[config.mk]
export PLATFORM = sky130hd
export DESIGN_NAME = bias_stream_reader
export DESIGN_NICKNAME = d
export VERILOG_FILES = /design/src/rtl/bias_mem_pkg.sv /design/src/rtl/bias_lane_unpacker.sv /design/src/rtl/bias_stream_reader.sv
export SDC_FILE = /design/constraint.sdc
export NUM_CORES = 1
export LEC_CHECK = 0
export BUFFER_PORTS_ARGS = -buffer_cell sky130_fd_sc_hd__buf_2
export CAP_MARGIN = 20
export CORE_ASPECT_RATIO = 1.5
export CORE_UTILIZATION = 44
export CTS_BUF_LIST = sky130_fd_sc_hd__clkbuf_8
export CTS_CLUSTER_SIZE = 28
export DETAILED_ROUTE_END_ITERATION = 16
export GPL_TIMING_DRIVEN = 0
export MAX_ROUTING_LAYER = met4
export PLACE_DENSITY_LB_ADDON = 0.08
export SYNTH_ARGS = -nofsm -noshare
export SYNTH_HDL_FRONTEND = slang
export SYNTH_SLANG_ARGS = --single-unit
[constraint.sdc]
create_clock -name clk -period 2.35 [get_ports clk]
set_input_delay 0.5875 -clock clk [delete_from_list [all_inputs] [get_ports clk]]
set_output_delay 0.5875 -clock clk [all_outputs]
set_load 0.02 [all_outputs]
[src/rtl/bias_mem_pkg.sv]
// Shared constants and types for the packed bias/weight ROM readers.
// Lanes are signed 16-bit values packed eight per 128-bit word, MSB lane first.
package bias_mem_pkg;

    localparam int BIAS_LANE_WIDTH     = 16;
    localparam int BIAS_LANES_PER_WORD = 8;
    localparam int BIAS_MAX_VALUES     = 128;

    typedef logic signed [BIAS_LANE_WIDTH-1:0] lane_t;

    typedef enum logic [2:0] {
        ST_IDLE,
        ST_ISSUE,
        ST_FILL,
        ST_STREAM,
        ST_FINISH
    } reader_state_t;

endpackage

[src/rtl/bias_lane_unpacker.sv]
// Selects one lane out of a two-word (A then B) buffer; lane 0 is the top
// lane of word A and the last lane is the bottom lane of word B.
module bias_lane_unpacker
    import bias_mem_pkg::*;
#(
    parameter int DATA_WIDTH = 128,
    parameter int LANE_WIDTH = BIAS_LANE_WIDTH,
    parameter int SEL_WIDTH  = $clog2(2 * DATA_WIDTH / LANE_WIDTH)
) (
    input  logic [2*DATA_WIDTH-1:0]       buffer,
    input  logic [SEL_WIDTH-1:0]          lane_sel,
    output logic signed [LANE_WIDTH-1:0]  lane
);

    localparam int LANES = 2 * DATA_WIDTH / LANE_WIDTH;

    logic [LANE_WIDTH-1:0] lanes [LANES];

    always_comb begin
        for (int i = 0; i < LANES; i++) begin
            lanes[i] = buffer[2*DATA_WIDTH-1-i*LANE_WIDTH -: LANE_WIDTH];
        end
    end

    assign lane = $signed(lanes[lane_sel]);

endmodule

[src/rtl/bias_stream_reader.sv]
// Read-side controller for the packed bias ROM: fetches word pairs through both
// ROM ports, prefetches the next pair while streaming, and emits one lane per beat.
module bias_stream_reader
    import bias_mem_pkg::*;
#(
    parameter int ADDR_WIDTH  = 4,
    parameter int DEPTH       = 16,
    parameter int DATA_WIDTH  = 128,
    parameter int LANE_WIDTH  = BIAS_LANE_WIDTH,
    parameter int COUNT_WIDTH = 8
) (
    input  logic                          clk,
    input  logic                          rst_n,
    input  logic                          start,
    input  logic [COUNT_WIDTH-1:0]        num_values,
    output logic                          busy,
    output logic                          done,
    output logic [ADDR_WIDTH-1:0]         mem_addr_a,
    output logic [ADDR_WIDTH-1:0]         mem_addr_b,
    input  logic [DATA_WIDTH-1:0]         mem_q_a,
    input  logic [DATA_WIDTH-1:0]         mem_q_b,
    output logic                          out_valid,
    input  logic                          out_ready,
    output logic signed [LANE_WIDTH-1:0]  out_data,
    output logic [COUNT_WIDTH-1:0]        out_index,
    output logic                          out_last
);

    localparam int LANES_PER_GROUP = 2 * DATA_WIDTH / LANE_WIDTH;
    localparam int LANE_SEL_WIDTH  = $clog2(LANES_PER_GROUP);
    localparam int GROUP_WIDTH     = ADDR_WIDTH - 1;
    localparam int MAX_COUNT       = DEPTH * DATA_WIDTH / LANE_WIDTH;
    localparam int WIDE            = COUNT_WIDTH + 2;

    localparam logic [COUNT_WIDTH-1:0]    MAX_COUNT_C = COUNT_WIDTH'(MAX_COUNT);
    localparam logic [LANE_SEL_WIDTH-1:0] LAST_LANE   = '1;
    localparam logic [GROUP_WIDTH:0]      ONE_G       = (GROUP_WIDTH+1)'(1);
    localparam logic [GROUP_WIDTH:0]      TWO_G       = (GROUP_WIDTH+1)'(2);

    reader_state_t               state;
    logic [COUNT_WIDTH-1:0]      count;
    logic [GROUP_WIDTH-1:0]      group;
    logic [LANE_SEL_WIDTH-1:0]   lane_pos;
    logic [2*DATA_WIDTH-1:0]     active_buf;
    logic [2*DATA_WIDTH-1:0]     shadow_buf;
    logic                        shadow_valid;
    logic [1:0]                  rd_pipe;

    logic                        hs;
    logic [COUNT_WIDTH-1:0]      clamped;
    logic [WIDE-1:0]             count_wide;
    logic [GROUP_WIDTH:0]        group_ext;
    logic [GROUP_WIDTH-1:0]      group_plus1;
    logic [GROUP_WIDTH-1:0]      group_plus2;
    logic                        need_next;
    logic                        need_after_swap;
    logic                        first_is_last;
    logic                        next_is_last;
    logic [COUNT_WIDTH-1:0]      next_index;

    function automatic logic [WIDE-1:0] group_base(input logic [GROUP_WIDTH:0] grp);
        return WIDE'(grp) << LANE_SEL_WIDTH;
    endfunction

    assign hs              = out_valid & out_ready;
    assign clamped         = (num_values > MAX_COUNT_C) ? MAX_COUNT_C : num_values;
    assign count_wide      = WIDE'(count);
    assign group_ext       = {1'b0, group};
    assign group_plus1     = group + GROUP_WIDTH'(1);
    assign group_plus2     = group + GROUP_WIDTH'(2);
    assign need_next       = count_wide > group_base(group_ext + ONE_G);
    assign need_after_swap = count_wide > group_base(group_ext + TWO_G);
    assign first_is_last   = (group_base(group_ext) + WIDE'(1)) == count_wide;
    assign next_is_last    = (WIDE'(out_index) + WIDE'(2)) == count_wide;
    assign next_index      = out_index + COUNT_WIDTH'(1);

    bias_lane_unpacker #(
        .DATA_WIDTH (DATA_WIDTH),
        .LANE_WIDTH (LANE_WIDTH),
        .SEL_WIDTH  (LANE_SEL_WIDTH)
    ) u_unpacker (
        .buffer   (active_buf),
        .lane_sel (lane_pos),
        .lane     (out_data)
    );

    // rd_pipe tracks an address issue through our address register and the
    // ROM's own register; its top bit marks the edge where the data is usable.
    always_ff @(posedge clk or negedge rst_n) begin
        if (!rst_n) begin
            state        <= ST_IDLE;
            busy         <= 1'b0;
            done         <= 1'b0;
            out_valid    <= 1'b0;
            out_last     <= 1'b0;
            out_index    <= '0;
            mem_addr_a   <= '0;
            mem_addr_b   <= '0;
            count        <= '0;
            group        <= '0;
            lane_pos     <= '0;
            active_buf   <= '0;
            shadow_buf   <= '0;
            shadow_valid <= 1'b0;
            rd_pipe      <= '0;
        end else begin
            rd_pipe <= {rd_pipe[0], 1'b0};
            if (state == ST_STREAM && rd_pipe[1]) begin
                shadow_buf   <= {mem_q_a, mem_q_b};
                shadow_valid <= 1'b1;
            end

            case (state)
                ST_IDLE: begin
                    if (start) begin
                        busy  <= 1'b1;
                        count <= clamped;
                        group <= '0;
                        if (clamped == '0) begin
                            done  <= 1'b1;
                            state <= ST_FINISH;
                        end else begin
                            state <= ST_ISSUE;
                        end
                    end
                end

                ST_ISSUE: begin
                    mem_addr_a <= {group, 1'b0};
                    mem_addr_b <= {group, 1'b1};
                    rd_pipe    <= 2'b01;
                    state      <= ST_FILL;
                end

                ST_FILL: begin
                    if (rd_pipe[1]) begin
                        active_buf <= {mem_q_a, mem_q_b};
                        lane_pos   <= '0;
                        out_valid  <= 1'b1;
                        out_index  <= COUNT_WIDTH'(group_base(group_ext));
                        out_last   <= first_is_last;
                        if (need_next) begin
                            mem_addr_a <= {group_plus1, 1'b0};
                            mem_addr_b <= {group_plus1, 1'b1};
                            rd_pipe    <= 2'b01;
                        end
                        state <= ST_STREAM;
                    end
                end

                ST_STREAM: begin
                    if (hs) begin
                        if (out_last) begin
                            out_valid    <= 1'b0;
                            out_last     <= 1'b0;
                            shadow_valid <= 1'b0;
                            done         <= 1'b1;
                            state        <= ST_FINISH;
                        end else if (lane_pos == LAST_LANE) begin
                            group <= group_plus1;
                            // Zero-bubble swap when the prefetch has landed;
                            // otherwise fall back to a fresh fetch.
                            if (shadow_valid) begin
                                active_buf   <= shadow_buf;
                                shadow_valid <= 1'b0;
                                lane_pos     <= '0;
                                out_index    <= next_index;
                                out_last     <= next_is_last;
                                if (need_after_swap) begin
                                    mem_addr_a <= {group_plus2, 1'b0};
                                    mem_addr_b <= {group_plus2, 1'b1};
                                    rd_pipe    <= 2'b01;
                                end
                            end else begin
                                out_valid <= 1'b0;
                                state     <= ST_ISSUE;
                            end
                        end else begin
                            lane_pos  <= lane_pos + LANE_SEL_WIDTH'(1);
                            out_index <= next_index;
                            out_last  <= next_is_last;
                        end
                    end
                end

                ST_FINISH: begin
                    done  <= 1'b0;
                    busy  <= 1'b0;
                    state <= ST_IDLE;
                end

                default: state <= ST_IDLE;
            endcase
        end
    end

endmodule

Word level (Yosys, flattened, before mapping) --
Index checks and enable logic that the tools add are counted.
Cells by class: reduce and logical (&&, ||, !) cells 18, bitwise operators 2, order comparisons 4, mux-type cells 84, equality and inequality tests 20, add/subtract/negate cells 8
Operators with widths (count):
- two-way mux 256 bit | 5
- case mux 256 bit (2 select lines) | 1
- two-way mux 4 bit | 19
- binary-select mux 16 bit (select 4 bit) | 1
- two-way mux 8 bit | 6
- two-way mux 3 bit | 11
- two-way mux 16 bit | 2
- AND reduction 5 bit | 5
- case mux 4 bit (3 select lines) | 2
- two-way mux 1 bit | 21
- != test 2 bit, second input constant | 9
- greater-than comparator 8 bit | 2
- case mux 8 bit (2 select lines) | 1
- two-way mux 2 bit | 7
- case mux 3 bit (4 select lines) | 1
- adder 8 x 2 -> 9 bit, second input constant | 1
- == test 9 x 8 -> 1 bit | 1
- adder 7 x 1 -> 8 bit, second input constant | 1
- adder 8 x 1 -> 8 bit, second input constant | 1
- == test 8 bit | 1
- greater-than comparator 8 bit, second input constant | 1
- zero test 8 bit | 1
- case mux 4 bit (2 select lines) | 1
- AND reduction 8 bit | 1
- other kinds (26) | 34
Storage, ports and cells: flip-flop bits (word level) 553, output and inout port bits 36, word-level logic and storage cells 151

Depth between registers and ports, before layout --
Gate-level depths: netlist of run 1.
word-level depth 8, depth in mapped cells 9, depth with buffers taken out 8

Cells and area by module --
From an unflattened synthesis of run 1, not the netlist that was laid out.
Second synthesis, totals: cell total of the unflattened synthesis 2364, area total of the unflattened synthesis 25356.8 um2
Modules (own cells, without submodules):
- bias_stream_reader | area each 23423.7 um2, cells each 2227, sequential area each 13738.2 um2, instances 1
- bias_lane_unpacker | area each 1933.1 um2, cells each 137, sequential area each 0.0 um2, instances 1

Worst setup path after synthesis of run 1 --
Ideal clock, no wire load.
kind register to output, start register lane_pos[0], end output out_data[13], cell stages (with the launch flop) 6, data arrival time 1.790 ns, slack -0.028 ns, data required time 1.762 ns, buffers on the path 3, cells stage by stage dfrtp_1 > buf_6 > buf_8 > buf_6 > mux4_2 > mux4_2
Between the ends: word-level cells in the longest chain between the ends 4
Ends and longest elaborated chain:
- start: declaration | RTL line bias_stream_reader.sv:43 | logic [LANE_SEL_WIDTH-1:0] lane_pos;
- start signal: assignment | RTL line bias_stream_reader.sv:179 | lane_pos <= lane_pos + LANE_SEL_WIDTH'(1);
- NOT 4 -> 5 bit (not written as such) | RTL line bias_lane_unpacker.sv:25 | assign lane = $signed(lanes[lane_sel]);
- binary-select mux 16 bit (select 4 bit) | RTL line bias_lane_unpacker.sv:25
- two-way mux 16 bit (not written as such) (2 in series) | RTL line bias_lane_unpacker.sv:25
- end: declaration | RTL line bias_stream_reader.sv:24 | output logic signed [LANE_WIDTH-1:0] out_data,
Every way passes these cells. The select of a mux whose other input is x is not followed.

Worst setup path in the final report of run 1 --
start register lane_pos[0], end output out_data[0]
Same word-level chain as after synthesis.

==> flow_summary.json, run 1 <==
{
  "status": "finished, violations left",
  "violations": "negative setup slack",
  "start_util": 0.446,
  "grt_setup_unrepaired": "yes",
  "hpwlAfterDp_mm": 65.3,
  "drt-total-wl_mm": 85.3,
  "cts_tree": "built",
  "whs_ns": 0.132,
  "avgRoutedWirePerCell_um": 23.8,
  "p_leak_uw": 0.0143,
  "whs_path_depth": 2,
  "grt_first_pass_wirelength_mm": 128,
  "area_growth_pct": 20.5,
  "cp-end-kind": "output port",
  "port_buffers": 302,
  "fp.dieW_um": 198,
  "worstMarginPinSlew_ns": 0.914,
  "synth-seq-cells": 549,
  "dieHeight_um": 296,
  "crit_chain": "buf_6 > buf_12 > buf_12 > mux4_2 > mux4_2 > buf_6",
  "avgSynthCellArea_um2": 10.9,
  "globalplace.congestion": 0.917,
  "cpPeakStageDelay_ns": 0.59,
  "crit_fanout": 10,
  "peakVddDrop_v": 0.000378,
  "ys_warn_count": 0,
  "die-area_um2": 58500,
  "syn_inst": 2315,
  "maxCapViolations": 0,
  "fin_nets": 3010,
  "drive_gt1_frac": 0.269,
  "finalWorstSetupSlack_ns": -0.983,
  "fillers": 5209,
  "clock_sinks": 549,
  "clk_latency_ns": 0.68,
  "vias": 19800,
  "netlist_area_um2": 25300,
  "instances_no_fill": 3580,
  "vias_per_cell": 5.53,
  "io_pins": 304,
  "core_area_um2": 56800,
  "grt.total_usage": 0.308,
  "setup_viol": 16,
  "final_hold_viol_count": 0,
  "async_flop_share": 1.00,
  "worstPathArrival_ns": 2.75,
  "crit_path_start_kind": "flip-flop",
  "critical_path_class": "flip-flop to output port",
  "final_common_cell": "dfrtp_1",
  "htreeDepth": 3,
  "grt_remaining_overflow": 0,
  "ant_nets": 0,
  "slew-limit-headroom": 0.389,
  "slew_violations": 0,
  "slowest_stage": "mux4_2",
  "finalCoreUtilization": 0.537,
  "p_per_area_nw_per_um2": 652,
  "clk_pin_slew_ns": 0.07,
  "period_needed_ns": 3.33,
  "cts_buffers": 89,
  "clockBufferDepth": 3,
  "dr.pass1.iters": 7,
  "rows": 107,
  "antenna_found_initial": 16,
  "finClkSkew_ns": 0.0231,
  "synth_area_leader_cell": "dfrtp_1",
  "synth_cell_types": 63,
  "drt_first_iter_violations": 1184,
  "dp.cells": 3384,
  "max_freq_mhz": 300,
  "synth_enable_flop_cells": 0,
  "layout_common_cells": "dfrtp_1, nand2_1, buf_2, nor2_1, a31oi_1",
  "ys.flop_type": "dfrtp_1",
  "ys_top_cells_by_area": "dfrtp_1, mux2_1, nand2_1, mux4_2, a31oi_1",
  "synth_top_area_share": 0.543,
  "grt_pass1_vias": 20400,
  "fin_crit_sh": 1.42,
  "cts_root_buf": "clkbuf_8",
  "min_path_type": "primary input to flip-flop",
  "synth_nets": 2596,
  "seq_area_frac_synth": 0.543,
  "post-place-ws_ns": -0.834,
  "grt_start_max_net_pins": 124,
  "drcViolationCount": 0,
  "critical_path_required_ns": 1.76,
  "worstRegToRegCells": 7
}
[per-layer routing]
metal,wire length [um],GRT usage
met1,32500,0.345
met2,43600,0.524
met3,5530,0.0686
met4,3700,0.136
met5,0,-
[cell usage after synthesis, drive strengths merged (3+ instances only)]
library cell  number
xnor2             10
and3               3
clkbuf            58
o21ai             26
a31oi            258
o211ai             4
dfrtp            549
inv               10
nor2             270
nor4               7
or3                3
nor3               8
nand2            541
ha                13
nand3             11
mux4              80
a311oi             3
nand2b            14
a21oi             16
buf              120
xor2               4
nor2b              5
a21o               5
a211oi             4
and4b              3
mux2             259
[power breakdown]
part | switching [uW] | total, uW | internal [uW] | leakage [uW]
logic | 583 | 1050 | 464 | 0.00613
clock network | 3980 | 8830 | 4850 | 0.00108
registers | 191 | 10000 | 9830 | 0.00705
total | 4760 | 19900 | 15100 | 0.0143
[layout make-up]
| cell class | count | area, um^2 | share of cell area |
|---|---|---|---|
| inverter | 10 | 37.5 | 0.00123 |
| clock buffer | 123 | 1690 | 0.0555 |
| multi-input combinational | 1578 | 10700 | 0.352 |
| timing repair buffer | 324 | 1920 | 0.0628 |
| tap | 763 | 955 | 0.0313 |
| clock inverter | 37 | 210 | 0.00689 |
| buffer | 177 | 1160 | 0.0380 |
| antenna | 19 | 47.5 | 0.00156 |
| sequential | 549 | 13700 | 0.450 |
[worst max-delay path: cells and delay by family (launching register included)]
kind / cells / cell delay (ns)
buffers and inverters: 4 / 0.61
flip-flops: 1 / 0.37
multiplexers: 2 / 1.09
[worst paths after layout]
kind / startpoint / to / slack (ns)
worst max register to register: state[1] / shadow_buf[200] / 0.09
worst min register to register: rd_pipe[0] / rd_pipe[1] / 0.45
worst min-delay path: mem_q_a[54] / shadow_buf[182] / 0.13
worst max-delay path: lane_pos[0] / out_data[0] / -0.98
max in group asynchronous: rst_n / group[1] / 0.26
min in group asynchronous: rst_n / shadow_buf[195] / 0.48
[cell families (layout without fill, tap and decap cells)]
kind of cell | after synthesis | after routing | share of synthesized area
AO/OA/AOI/OAI | 333 | 333 | 0.0830
XOR/XNOR | 14 | 14 | 0.00484
adder cells (fa/ha/maj) | 13 | 13 | 0.00643
buffers and inverters | 188 | 671 | 0.0377
flip-flops | 549 | 549 | 0.543
multiplexers | 339 | 339 | 0.186
other | 1 | 20 | 0.000148
AND/OR/NAND/NOR | 878 | 878 | 0.139
[what timing repair did]
item                                    in CTS  in global routing
cloned                                       1                  0
setup buffers                                9                  7
endpoints found under the hold margin       51                  0
hold buffers                                 1                  0
gates resized for setup                     76                107
endpoints found under the setup margin     517                441
pin swaps                                    4                  5
[state kept, by name, summed over array words and instances (netlist names)]
signal	count
done	1
out_valid	1
shadow_valid	1
count	8
out_index	8
group	3
shadow_buf	256
busy	1
mem_addr_a	1
rd_pipe	2
lane_pos	4
out_last	1
active_buf	256
state	3
mem_addr_b	3
[stage by stage]
step	power [uW]	TNS (ns)	instance area, um^2
2_1_floorplan	10600	-0.0379	25300
3_3_place_gp	11200	-5977.43	27800
3_5_place_dp	11200	-116.30	27900
4_1_cts	20100	-16.22	30200
5_1_grt	20700	-16.86	30500
6_report	19900	-15.37	30500
Note: power is estimated with default switching activity, not from simulation.
==> run 2: changes to the inputs <==
Settings changed: CORE_ASPECT_RATIO 1.5 to 0.7.
==> run 2 against run 1 <==
  * The run still ends with negative setup slack left
  * Worst hold slack lost 0.018 ns
  * Clock skew grew 0.015 ns
  * Final cell count shrank 0.61%
  * Via count grew 2.3%
  * Clock power shrank 5.1%
  * Global-route usage shrank 0.72 points
  * Non-clock buffer count grew 5
  * Register-to-register slack lost 0.11 ns
==> flow_summary.json, run 2 (synthesis gave the netlist of run 1 again) <==
{
  "status": "finished, violations left",
  "violations": "negative setup slack",
  "worstPathArrival_ns": 2.85,
  "r2r-end": "active_buf[1]",
  "crit_chain": "buf_6 > buf_12 > buf_12 > mux4_2 > mux4_2 > buf_6",
  "cp-startpoint": "lane_pos[0]",
  "critical_path_required_ns": 1.76,
  "peakVddDrop_v": 0.000325,
  "worstMarginPinSlew_ns": 0.764,
  "vias_per_cell": 5.69,
  "avgRoutedWirePerCell_um": 23.6,
  "drt-total-wl_mm": 84.0,
  "core_area_um2": 56800,
  "vias": 20200,
  "hp-start": "mem_q_a[89]",
  "port_buffers": 302,
  "post-place-ws_ns": -0.633,
  "final_common_cell": "dfrtp_1",
  "rows": 73,
  "max_freq_mhz": 291,
  "reg2reg_slack_ns": -0.02,
  "maxCapViolations": 0,
  "fin_nets": 3014,
  "cpPeakStageDelay_ns": 0.61,
  "antenna_found_initial": 15,
  "setup_viol": 19,
  "period_needed_ns": 3.44,
  "ant_nets": 0,
  "final_hold_viol_count": 0,
  "hpwlAfterDp_mm": 63.5,
  "finalSetupTns_ns": -16.75,
  "start_util": 0.445,
  "fp.dieW_um": 289,
  "drcViolationCount": 0,
  "clockBufferDepth": 3,
  "r2r-start": "state[0]",
  "area_growth_pct": 19.4,
  "grt.total_usage": 0.300,
  "multi_input_area_um2": 10700,
  "grt_setup_unrepaired": "yes",
  "cp-end-kind": "output port",
  "io_pins": 304,
  "dieHeight_um": 203,
  "endpoint": "out_data[13]",
  "seqCellArea_um2": 13700,
  "layout_common_cells": "dfrtp_1, nand2_1, buf_2, nor2_1, a31oi_1",
  "crit_family": "multiplexers",
  "grt_remaining_overflow": 0,
  "drt_first_iter_violations": 1879,
  "slowest_stage": "mux4_2",
  "drive_gt1_frac": 0.261,
  "min_path_type": "primary input to flip-flop",
  "crit_fanout": 7,
  "crit_path_start_kind": "flip-flop",
  "cts_root_buf": "clkbuf_8",
  "p_per_area_nw_per_um2": 643,
  "finClkSkew_ns": 0.0381,
  "worstRegToRegCells": 7,
  "slew_violations": 0,
  "grt_start_max_net_pins": 111,
  "clock_sinks": 549,
  "top_regs": "active_buf x256, shadow_buf x256",
  "grt_first_pass_wirelength_mm": 126,
  "p_leak_uw": 0.0142,
  "dr.pass1.iters": 6,
  "htreeDepth": 3,
  "critical_path_class": "flip-flop to output port",
  "clk_pin_slew_ns": 0.07,
  "finalWorstSetupSlack_ns": -1.09,
  "fillers": 5126,
  "slew-limit-headroom": 0.490,
  "cts_tree": "built",
  "die-area_um2": 58500,
  "clk_latency_ns": 0.70,
  "fin_crit_sh": 1.46,
  "cts_buffers": 88,
  "grt_pass1_vias": 19800,
  "cp.depth": 6,
  "globalplace.congestion": 0.930,
  "crit_buf_inv": 4
}
## run 2: metrics by stage
step                cells  total power (uW)   util  hold WS, ns  cell area (um^2)
floorplan            2315             10600      -        0.292             25300
global placement     3367             11200  0.489        0.445             27800
detailed placement   3372             11200  0.492        0.447             27900
CTS                  3542             19600  0.528       0.0710             30000
global route         3558             20200  0.532       0.0739             30200
finish               3558             19400  0.532        0.114             30200
## run 2: worst min-delay path by stage
stage | cells after the start | end | slack [ns]
global placement | 1 | rd_pipe[1] | 0.45
CTS | 2 | shadow_buf[63] | 0.07
floorplan | 0 | active_buf[0] | 0.29
finish | 2 | shadow_buf[217] | 0.11
detailed placement | 1 | rd_pipe[1] | 0.45
global route | 2 | shadow_buf[63] | 0.07
## run 2: cell type report
class | instances | area share
clock buffer | 111 | 0.0505
multi-input combinational | 1578 | 0.354
antenna | 7 | 0.000579
inverter | 10 | 0.00124
sequential | 549 | 0.455
timing repair buffer | 329 | 0.0654
buffer | 177 | 0.0340
tap | 750 | 0.0310
clock inverter | 47 | 0.00828
## run 2: layer usage
layer | up-vias | GRT usage | routed length [um]
li1 | 8984 | - | -
met1 | 10400 | 0.442 | 38800
met2 | 775 | 0.417 | 36300
met3 | 113 | 0.0745 | 7370
met4 | 0 | 0.0682 | 1630
met5 | - | - | 0
## run 2: repair_timing
| item | in CTS | in global routing |
|---|---|---|
| gates resized for setup | 56 | 45 |
| pin swaps | 4 | 7 |
| setup endpoints to repair | 407 | 432 |
| hold buffers | 1 | 0 |
| cloned | 1 | 1 |
| setup buffers | 11 | 9 |
| hold endpoints to repair | 75 | 0 |
## run 2: report_power, final
part / leakage (uW) / switching, uW / total (uW) / internal (uW)
clock network: 0.00103 / 4010 / 8380 / 4370
registers: 0.00705 / 190 / 10000 / 9830
logic: 0.00611 / 583 / 1050 / 468
## run 2: worst reg2reg max path, cell delays in order (launching register included)
cell and delay, ns:
dfrtp_1 0.36, buf_4 0.17, nand3b_1 0.21, buf_2 0.47, buf_2 0.42, clkbuf_2 0.38, nand2_1 0.10, a31oi_1 0.19
==> run 3: changes to the inputs <==
Settings changed: ABC_AREA set to 1.
==> run 3 against run 2 <==
  * Global-route usage rose by 1.9 points
  * Setup slack improved by 0.31 ns
  * Die area rose by 2.9%
  * Routed wire length rose by 10%
  * Largest cell class unchanged
  * First-iteration DRC count rose by 27%
  * The run still ends with negative setup slack left
  * Synthesized cell count rose by 40%
  * Sequential share of layout area fell by 2.2 points
  * Register-to-register slack improved by 0.09 ns
  * Fmax rose by 10%
  * Sequential power rose by 62%
==> flow_summary.json, run 3 <==
{
  "status": "finished, violations left",
  "violations": "negative setup slack",
  "critical_path_required_ns": 1.76,
  "avgSynthCellArea_um2": 8.05,
  "globalplace.congestion": 0.951,
  "crit_family": "buffers and inverters",
  "die-area_um2": 60200,
  "drt_first_iter_violations": 2392,
  "min_path_type": "primary input to flip-flop",
  "slowest_stage": "dfrtp_1",
  "clock_sinks": 549,
  "fin_nets": 3932,
  "crit_path_start_kind": "flip-flop",
  "rows": 74,
  "top_regs": "active_buf x256, shadow_buf x256",
  "avgRoutedWirePerCell_um": 20.5,
  "async_flop_share": 1.00,
  "seqCellArea_um2": 13700,
  "multi_input_area_um2": 10300,
  "clk_pin_slew_ns": 0.07,
  "crit_fanout": 6,
  "antenna_found_initial": 4,
  "cpPeakStageDelay_ns": 0.41,
  "ys.flop_type": "dfrtp_1",
  "area_growth_pct": 21.9,
  "clkPwrFrac": 0.179,
  "final_hold_viol_count": 0,
  "p_per_area_nw_per_um2": 1450,
  "synth_common_cells": "nand2_1, o21ai_0, dfrtp_1",
  "seq_area_frac_synth": 0.527,
  "instances_no_fill": 4515,
  "synth_enable_flop_cells": 0,
  "p_sw_uw": 20300,
  "dp.cells": 4343,
  "netlist_area_um2": 26000,
  "period_needed_ns": 3.13,
  "p_leak_uw": 0.0152,
  "fp.dieW_um": 293,
  "synth_nets": 3518,
  "grt_first_pass_wirelength_mm": 141,
  "io_pins": 304,
  "crit_chain": "buf_6 > clkbuf_16 > clkbuf_16 > o211ai_1 > nand3_1 > nand3_2 > nand3_4 > buf_6",
  "grt_pass1_vias": 23500,
  "final_common_cell": "nand2_1",
  "synth-seq-cells": 549,
  "synth_cell_types": 34,
  "total_power_uw": 46000,
  "vias_per_cell": 5.36,
  "dr.pass1.iters": 7,
  "ys_warn_count": 0,
  "finClkSkew_ns": 0.0312,
  "layout_common_cells": "nand2_1, dfrtp_1, o21ai_0, inv_1, buf_2",
  "critical_path_class": "flip-flop to output port",
  "synth_top_area_share": 0.527,
  "port_buffers": 302,
  "syn_inst": 3237,
  "slew_violations": 0,
  "peakVddDrop_v": 0.000714,
  "yosysMostFrequentCell": "nand2_1",
  "ys_top_cells_by_area": "dfrtp_1, o21ai_0, nand2_1, inv_1, a21oi_1",
  "cts_root_buf": "clkbuf_8",
  "hpwlAfterDp_mm": 69.1,
  "worstPathArrival_ns": 2.54,
  "finalWorstSetupSlack_ns": -0.778,
  "maxCapViolations": 0,
  "grt.total_usage": 0.320,
  "cts_tree": "built",
  "dieHeight_um": 206,
  "cts_buffers": 88,
  "grt_setup_unrepaired": "yes",
  "fillers": 5657,
  "max_freq_mhz": 320,
  "setup_viol": 16,
  "clockBufferDepth": 3,
  "grt_start_max_net_pins": 122,
  "crit_buf_inv": 4,
  "htreeDepth": 3,
  "synth_area_leader_cell": "dfrtp_1",
  "drive_gt1_frac": 0.197,
  "slew-limit-headroom": 0.559,
  "drcViolationCount": 0,
  "ant_nets": 0,
  "worstMarginPinSlew_ns": 0.661,
  "grt_remaining_overflow": 0,
  "start_util": 0.446,
  "cp-end-kind": "output port",
  "fin_crit_sh": 1.33,
  "comb_power_share": 0.470,
  "power_frac_seq": 0.351,
  "core_area_um2": 58400,
  "p_int_uw": 25700,
  "clk_latency_ns": 0.70,
  "p_sw_frac": 0.441,
  "vias": 24200,
  "drt-total-wl_mm": 92.7
}
[run 3: cell types whose count changed in the layout (fill, tap and decap cells not counted), sizes merged, moves of 14 or more]
cell / before / now
a21oi: 16 / 256
a31oi: 258 / 0
buf: 441 / 409
clkbuf: 175 / 248
inv: 45 / 470
mux2: 259 / 0
mux4: 80 / 0
nand2: 541 / 673
nand2b: 14 / 0
nand3: 11 / 92
nor2: 270 / 157
o211ai: 4 / 139
o21ai: 26 / 659
[run 3: logic make-up after synthesis]
logic type,count (synthesis),share of synthesized area
adders and majority gates,13,0.00624
and+or+nand+nor,944,0.144
muxes,1,0.000384
AOI/OAI and AO/OA,1059,0.217
DFF,549,0.527
xor gates and xnor gates,9,0.00303
buffers and inverters,661,0.102
other,1,0.000144
[run 3: path summary, 6_finish.rpt]
| check | from | end | slack [ns] | depth (start not counted) |
|---|---|---|---|---|
| max | lane_pos[0] | out_data[12] | -0.78 | 8 |
| min | mem_q_a[126] | shadow_buf[254] | 0.11 | 3 |
| max reg2reg | state[2] | active_buf[47] | 0.07 | 12 |
| min reg2reg | rd_pipe[0] | rd_pipe[1] | 0.46 | 2 |
| max in group asynchronous | rst_n | shadow_buf[21] | 0.31 | 4 |
| min in group asynchronous | rst_n | shadow_buf[150] | 0.42 | 2 |
[run 3: timing repair]
item | 4_1_cts | 5_1_grt
cloned | 3 | 1
setup endpoints to repair | 480 | 517
buffers inserted | 6 | 7
gates resized for setup | 273 | 159
endpoints found under the hold margin | 101 | 0
hold buffers | 1 | 0
pin swaps | 51 | 27
[run 3: worst min-delay path: stages]
cell,delay [ns]
buf_2,0.08
nand2_1,0.04
o21ai_0,0.06
[run 3: cell type report]
cell class	instances	share of cell area
Sequential cell	549	0.433
Multi-Input combinational cell	2027	0.326
Timing Repair Buffer	326	0.0607
Inverter	437	0.0522
Clock buffer	110	0.0477
Buffer	222	0.0427
Tap cell	798	0.0314
Clock inverter	45	0.00678
Antenna cell	1	0.0000788
[run 3: stage by stage]
step | utilization | TNS [ns] | area [um^2] | worst slack (ns) | hold WS [ns]
finish | 0.544 | -11.21 | 31800 | -0.778 | 0.109
global route | 0.544 | -11.98 | 31800 | -0.795 | 0.0964
CTS | 0.537 | -11.46 | 31400 | -0.766 | 0.0685
detailed placement | 0.491 | -118.01 | 28700 | -1.25 | 0.453
global placement | 0.489 | -6109.26 | 28600 | -10.79 | 0.447
floorplan | - | 0 | 26000 | 0.137 | 0.292
[run 3: metal layers]
layer	share of wire	vias to the layer above	GRT usage	routed length [um]
li1	-	11400	-	-
met1	0.47	11900	0.465	43200
met2	0.44	828	0.472	41100
met3	0.069	128	0.0443	6360
met4	0.022	0	0.0750	2050
met5	0	-	-	0
[run 3: power groups by stage]
stage	combinational, uW	sequential [uW]	clock [uW]
after floorplan	12200	15600	0
after detailed placement	19100	16200	0
after global routing	23800	16600	8820
after CTS	20800	16100	8400
after global placement	18600	16100	0
final	21600	16200	8250
